--- src/rtl/gf2m_pkg.sv ---
// gf2m_pkg: GF(2^m) field constants, inverter FSM states and sizing helpers.
// Shared by the inverter and the digit-serial multiplier.
package gf2m_pkg;

   localparam int           M163    = 163;
   localparam logic [162:0] POLY163 = 163'h0C9;

   typedef enum logic [2:0] {
      IDLE,
      LOAD,
      MUL,
      WB,
      FIN
   } inv_state_t;

   function automatic int k_of(input int m, input int d);
      return (m + d - 1) / d;
   endfunction

endpackage

--- src/rtl/gf2m_digit_mult.sv ---
// gf2m_digit_mult: MSB-first digit-serial GF(2^m) multiplier, p = a*b mod f.
// The load cycle consumes the first digit; K cycles in total per product.
module gf2m_digit_mult
   import gf2m_pkg::*;
#(
   parameter int           M    = M163,
   parameter logic [M-1:0] POLY = M'(POLY163),
   parameter int           D    = 1
) (
   input  logic         clk,
   input  logic         rst_n,
   input  logic         load,
   input  logic [M-1:0] a,
   input  logic [M-1:0] b,
   output logic         busy,
   output logic [M-1:0] p,
   output logic         valid
);

   localparam int K  = k_of(M, D);
   localparam int KD = K * D;
   localparam int CW = $clog2(K + 1);

   logic [M-1:0]  a_r;
   logic [KD-1:0] b_r;
   logic [KD-1:0] b_ext;
   logic [CW-1:0] cnt;

   // b is zero-padded on the MSB side so the digit count is always K
   assign b_ext = KD'(b);

   function automatic logic [M-1:0] step(
      input logic [M-1:0] acc,
      input logic [M-1:0] x,
      input logic [D-1:0] dig
   );
      logic [M-1:0] r;
      r = acc;
      for (int j = D - 1; j >= 0; j--) begin
         r = {r[M-2:0], 1'b0} ^ (r[M-1] ? POLY : '0);
         if (dig[j]) r = r ^ x;
      end
      return r;
   endfunction

   always_ff @(posedge clk or negedge rst_n) begin
      if (!rst_n) begin
         a_r   <= '0;
         b_r   <= '0;
         cnt   <= '0;
         p     <= '0;
         busy  <= 1'b0;
         valid <= 1'b0;
      end else begin
         valid <= 1'b0;
         if (load) begin
            a_r <= a;
            p   <= step('0, a, b_ext[KD-1 -: D]);
            b_r <= b_ext << D;
            cnt <= CW'(K - 1);
            if (K == 1) begin
               busy  <= 1'b0;
               valid <= 1'b1;
            end else begin
               busy <= 1'b1;
            end
         end else if (busy) begin
            p   <= step(p, a_r, b_r[KD-1 -: D]);
            b_r <= b_r << D;
            cnt <= cnt - 1'b1;
            if (cnt == CW'(1)) begin
               busy  <= 1'b0;
               valid <= 1'b1;
            end
         end
      end
   end

endmodule

--- src/rtl/gf2m_inv_seq.sv ---
// gf2m_inv_seq: sequential GF(2^m) inverter, a^(2^m-2) over one shared multiplier.
// Optional GF2M_INV_ZERO_FLAG_EN: zero operand finishes early with zero_err.
module gf2m_inv_seq
   import gf2m_pkg::*;
#(
   parameter int           M    = M163,
   parameter logic [M-1:0] POLY = M'(POLY163),
   parameter int           D    = 1
) (
   input  logic         clk,
   input  logic         rst_n,
   input  logic         start,
   input  logic [M-1:0] inv_inp,
   output logic         busy,
   output logic         done,
`ifdef GF2M_INV_ZERO_FLAG_EN
   output logic         zero_err,
`endif
   output logic [M-1:0] inv_out
);

   localparam int K    = k_of(M, D);
   localparam int NOPS = 2 * M - 2;
   localparam int JW   = $clog2(2 * M);
   localparam int CW   = $clog2(K + 1);

   inv_state_t    state;
   logic [M-1:0]  sq;
   logic [M-1:0]  res;
   logic [JW-1:0] j;
   logic [CW-1:0] dcnt;

   logic          mul_load;
   logic [M-1:0]  mul_a;
   logic          mul_busy;
   logic [M-1:0]  mul_p;
   logic          mul_valid;

   // even ops square sq, odd ops fold sq into res (res starts at 1)
   always_comb begin
      mul_a    = j[0] ? res : sq;
      mul_load = (state == LOAD) && !mul_busy;
`ifdef GF2M_INV_ZERO_FLAG_EN
      if (sq == '0) mul_load = 1'b0;
`endif
   end

   gf2m_digit_mult #(
      .M    (M),
      .POLY (POLY),
      .D    (D)
   ) u_mult (
      .clk   (clk),
      .rst_n (rst_n),
      .load  (mul_load),
      .a     (mul_a),
      .b     (sq),
      .busy  (mul_busy),
      .p     (mul_p),
      .valid (mul_valid)
   );

   always_ff @(posedge clk or negedge rst_n) begin
      if (!rst_n) begin
         state    <= IDLE;
         sq       <= '0;
         res      <= '0;
         j        <= '0;
         dcnt     <= '0;
         busy     <= 1'b0;
         done     <= 1'b0;
         inv_out  <= '0;
`ifdef GF2M_INV_ZERO_FLAG_EN
         zero_err <= 1'b0;
`endif
      end else begin
         done <= 1'b0;
         unique case (state)
            IDLE: begin
               if (start) begin
                  state    <= LOAD;
                  busy     <= 1'b1;
                  sq       <= inv_inp;
                  res      <= M'(1);
                  j        <= '0;
`ifdef GF2M_INV_ZERO_FLAG_EN
                  zero_err <= 1'b0;
`endif
               end
            end
            LOAD: begin
`ifdef GF2M_INV_ZERO_FLAG_EN
               if (sq == '0) begin
                  state    <= FIN;
                  busy     <= 1'b0;
                  done     <= 1'b1;
                  inv_out  <= '0;
                  zero_err <= 1'b1;
               end else
`endif
               begin
                  dcnt  <= CW'(K - 1);
                  state <= (K == 1) ? WB : MUL;
               end
            end
            MUL: begin
               if (dcnt == CW'(1)) state <= WB;
               else dcnt <= dcnt - 1'b1;
            end
            WB: begin
               if (mul_valid) begin
                  if (j[0]) res <= mul_p;
                  else sq <= mul_p;
               end
               if (j == JW'(NOPS - 1)) begin
                  state   <= FIN;
                  busy    <= 1'b0;
                  done    <= 1'b1;
                  inv_out <= mul_p;
               end else begin
                  j     <= j + 1'b1;
                  state <= LOAD;
               end
            end
            FIN: state <= IDLE;
            default: state <= IDLE;
         endcase
      end
   end

endmodule

--- config.mk ---
export PLATFORM = sky130hd
export DESIGN_NAME = gf2m_inv_seq
export DESIGN_NICKNAME = d
export VERILOG_FILES = /design/src/rtl/gf2m_pkg.sv /design/src/rtl/gf2m_digit_mult.sv /design/src/rtl/gf2m_inv_seq.sv
export SDC_FILE = /design/constraint.sdc
export NUM_CORES = 2
export LEC_CHECK = 0
export ABC_AREA = 1
export CAP_MARGIN = 20
export CORE_MARGIN = 2
export CORE_UTILIZATION = 40
export DETAILED_ROUTE_END_ITERATION = 16
export PLACE_DENSITY_LB_ADDON = 0.15
export SETUP_SLACK_MARGIN = 0.2
export SYNTH_ARGS = -nofsm -noshare
export SYNTH_HDL_FRONTEND = slang
export SYNTH_SLANG_ARGS = --single-unit
--- constraint.sdc ---
create_clock -name clk -period 1.7 [get_ports clk]
set_clock_uncertainty 0.15 [all_clocks]
set_input_delay 0.17 -clock clk [delete_from_list [all_inputs] [get_ports clk]]
set_output_delay 0.17 -clock clk [all_outputs]
set_load 0.01 [all_outputs]
==> qor.yml <==
run_status:
  status: "finished with violations"
  violations: "setup timing"
synth:
  synth_top_area_share_pct: 53.1
  synth-seq-cells: 1009
  synth_warnings: 0
  yosysMostFrequentCell: "nand2_1"
  syn_nets: 6236
  syn-instance-count: 6065
  synth_edf_count: 0
  yosysTopAreaCell: "dfrtp_1"
  syn_area_sq_mm: 0.0476
  synthTopCellsByArea: "dfrtp_1, nand2_1, o21ai_0"
  ys.flop_type: "dfrtp_1"
  seq_area_frac_synth_pct: 53.1
  syn_avg_cell_area_sq_um: 7.84
  yosys-top-cells-count: "nand2_1, dfrtp_1, o21ai_0"
  synthArstFlopShare_pct: 100
  synth.distinct_cells: 30
setup_path:
  arrival_ns: 2.31
  crit_type: "flop to flop"
  cp.required_ns: 2.12
  end_kind: "flop"
  path_max_fanout: 13
  worstSetupStartpointType: "flop"
floorplan:
  io_pins: 331
  chipHeight_microns: 349
  coreArea_sq_mm: 0.118
  dieArea_sq_mm: 0.122
  initial_core_util_pct: 40.3
  die_w_microns: 349
  rows: 126
sta:
  layout_min_cycle_time_ns: 1.89
  fin_crit_sh_pct: 111
  finalSetupViolations: 878
  tns_ns: -79.79
  hold_violations: 0
  setup_slack_ns: -0.192
  clock.fmax_ghz: 0.529
  tightest_slew_ns: 0.659
  slew_viol_final: 0
  slew_headroom_pct: 56.0
  rsz0062_at_grt: "yes"
global_route:
  grt_pass1_vias: 40600
  grt_max_degree: 82
  grt_use_total_pct: 23.7
  grt_first_pass_wirelength_microns: 230000
  grt.overflow.total: 0
  antenna_found_initial: 2
route:
  wl_met1_microns: 70400
  via_per_inst: 5.15
  drc_errors: 0
  routedWlPerCell_microns: 18.7
  wl_met2_microns: 71700
  wl_microns: 155000
  met3_wirelength_microns: 8540
  dr.max_layer_used: "met5"
  ant_nets: 0
  firstDrtPassIters: 6
  via_count: 42500
  drt_iter0_markers: 3197
placed_design:
  place.gp.congestion: 0.796
  dpl.hpwl_microns: 94400
  port-buffer-count: 330
  dp.cells: 7878
cts:
  cts.clk_slew.worst_paths_ns: 0.06
  root_buffer: "clkbuf_16"
  cts_tree: "yes"
  htree_levels: 3
  worst_skew_pair.late_latency_ns: 0.70
  cts-buffers-inserted: 112
  clk_path_buf_depth: 3
  cts_sinks: 1009
power_and_ir_drop:
  p_sw_uw: 46800
  vdd_drop_max_mv: 1.11
  power_density_mw_per_mm2: 1860
  pwr-share-clk_pct: 21.8
  p_int_uw: 69400
  pwr-share-comb_pct: 44.6
  swShare_pct: 40.3
  sequentialPowerShare_pct: 33.6
  power.leakage_uw: 0.0313
final_layout:
  antenna_cells: 0
  nets: 6807
  multi_input_area_sq_mm: 0.0200
  stdcell_count: 8259
  syn_to_final_growth_pct: 31.4
  nFillCells: 11000
  drive_gt1_share_pct: 17.3
  regArea_sq_mm: 0.0253
job:
  maxCapViolCount: 0
hold_path:
  min_path_type: "input port to flop"
## sequential cells by signal (all words and copies together) (netlist names)
signal / flops
res: 163
u_mult.cnt: 8
busy: 1
u_mult.p: 163
u_mult.busy: 1
dcnt: 8
u_mult.b_r: 162
u_mult.valid: 1
state: 3
u_mult.a_r: 163
inv_out: 163
done: 1
j: 9
sq: 163
## power groups by stage
stage                     clock [uW]  combinational (uW)  sequential [uW]
final                          25300               51800            39000
after global routing           26800               57400            40100
after CTS                      25800               46600            38800
after detailed placement           0               42900            39100
after global placement             0               42000            38900
after floorplan                    0               28600            37400
## cell type report
| cell class | instances | share of cell area, % |
|---|---|---|
| clock inverters | 36 | 0.657 |
| clock buffers | 165 | 5.47 |
| inverters | 354 | 2.18 |
| repair buffers | 853 | 16.2 |
| well taps | 1536 | 3.08 |
| multi-input cells | 4306 | 31.9 |
| flip-flops and latches | 1009 | 40.4 |
## metrics by stage
stage / setup slack (ns) / cell area, sq um / util (%) / total power [uW] / hold WS (ns)
after detailed placement: -0.249 / 55500 / 47.1 / 82000 / -0.0561
after floorplan: 0.0463 / 47800 / - / 66000 / -0.276
final: -0.192 / 62500 / 53.0 / 116000 / 0.0298
after CTS: -0.180 / 60200 / 51.1 / 111000 / 0.00230
after global routing: -0.269 / 62500 / 53.0 / 124000 / 0.0295
after global placement: -0.207 / 55500 / 47.1 / 80900 / -0.0508
## final timing paths
check                               from       endpoint  slack, ns  cells past startpoint
min in group asynchronous          rst_n    inv_out[86]       0.07                      3
setup / recovery                state[2]        res[68]      -0.19                     10
setup reg to reg                state[2]        res[68]      -0.19                     10
hold / removal              inv_inp[157]        sq[157]       0.03                      5
hold reg to reg            u_mult.cnt[5]  u_mult.cnt[5]       0.29                      1
max in group asynchronous          rst_n        res[88]       0.27                      3
## cells in the final DEF (no fill, tap or decap), types with 21 or more instances in the layout
cell             Yosys  routed
o21ai_0            395     156
inv_1              349     346
buf_16               0      44
nand2_1           2739    2688
o21ai_1            123     319
nand3_1            357     344
o211ai_1            55      55
a21oi_1            135     110
nor2_4               0      24
clkdlybuf4s50_1      0     164
nor2_1             185     146
clkinv_2             0      21
buf_12               0     138
o21ai_2              1      43
a21oi_2            106     128
clkbuf_16            0     160
clkbuf_8             0      33
nand2_2              4      41
o221ai_1           106     105
buf_2              179     141
dfrtp_1           1009     996
buf_4               10     240
buf_6               17      52
nand3b_1            76      76
## repair_timing
action / CTS / global route
endpoints found under the hold margin: 1027 / 0
setup buffers: 79 / 15
gates cloned: 16 / 51
pin swaps: 6 / 30
hold buffers: 20 / 0
resized for setup: 780 / 374
setup endpoints to repair: 1169 / 1176
## routing by layer
layer  track usage, %  up-vias
met2             37.7     1136
met1             33.2    20600
met4             7.25        2
li1                 -    20600
met3             3.77      206
met5                0        -
## worst max-delay path, stage by stage (launching register included)
cell and delay [ns]:
dfrtp_1 0.39, buf_6 0.13, nor2_4 0.12, nand3_4 0.11, nand2_8 0.12, buf_12 0.11
nand2_8 0.09, buf_12 0.20, clkbuf_16 0.19, nand2_1 0.05, o21ai_0 0.07
## kinds of logic after synthesis
logic type | Yosys count | synth area share [%]
compound gates | 922 | 11.7
xor+xnor | 5 | 0.0921
fa+ha+maj | 5 | 0.132
buf+inv | 750 | 6.74
flops | 1009 | 53.1
simple gates | 3374 | 28.3
(Power assumes the default switching activity.)
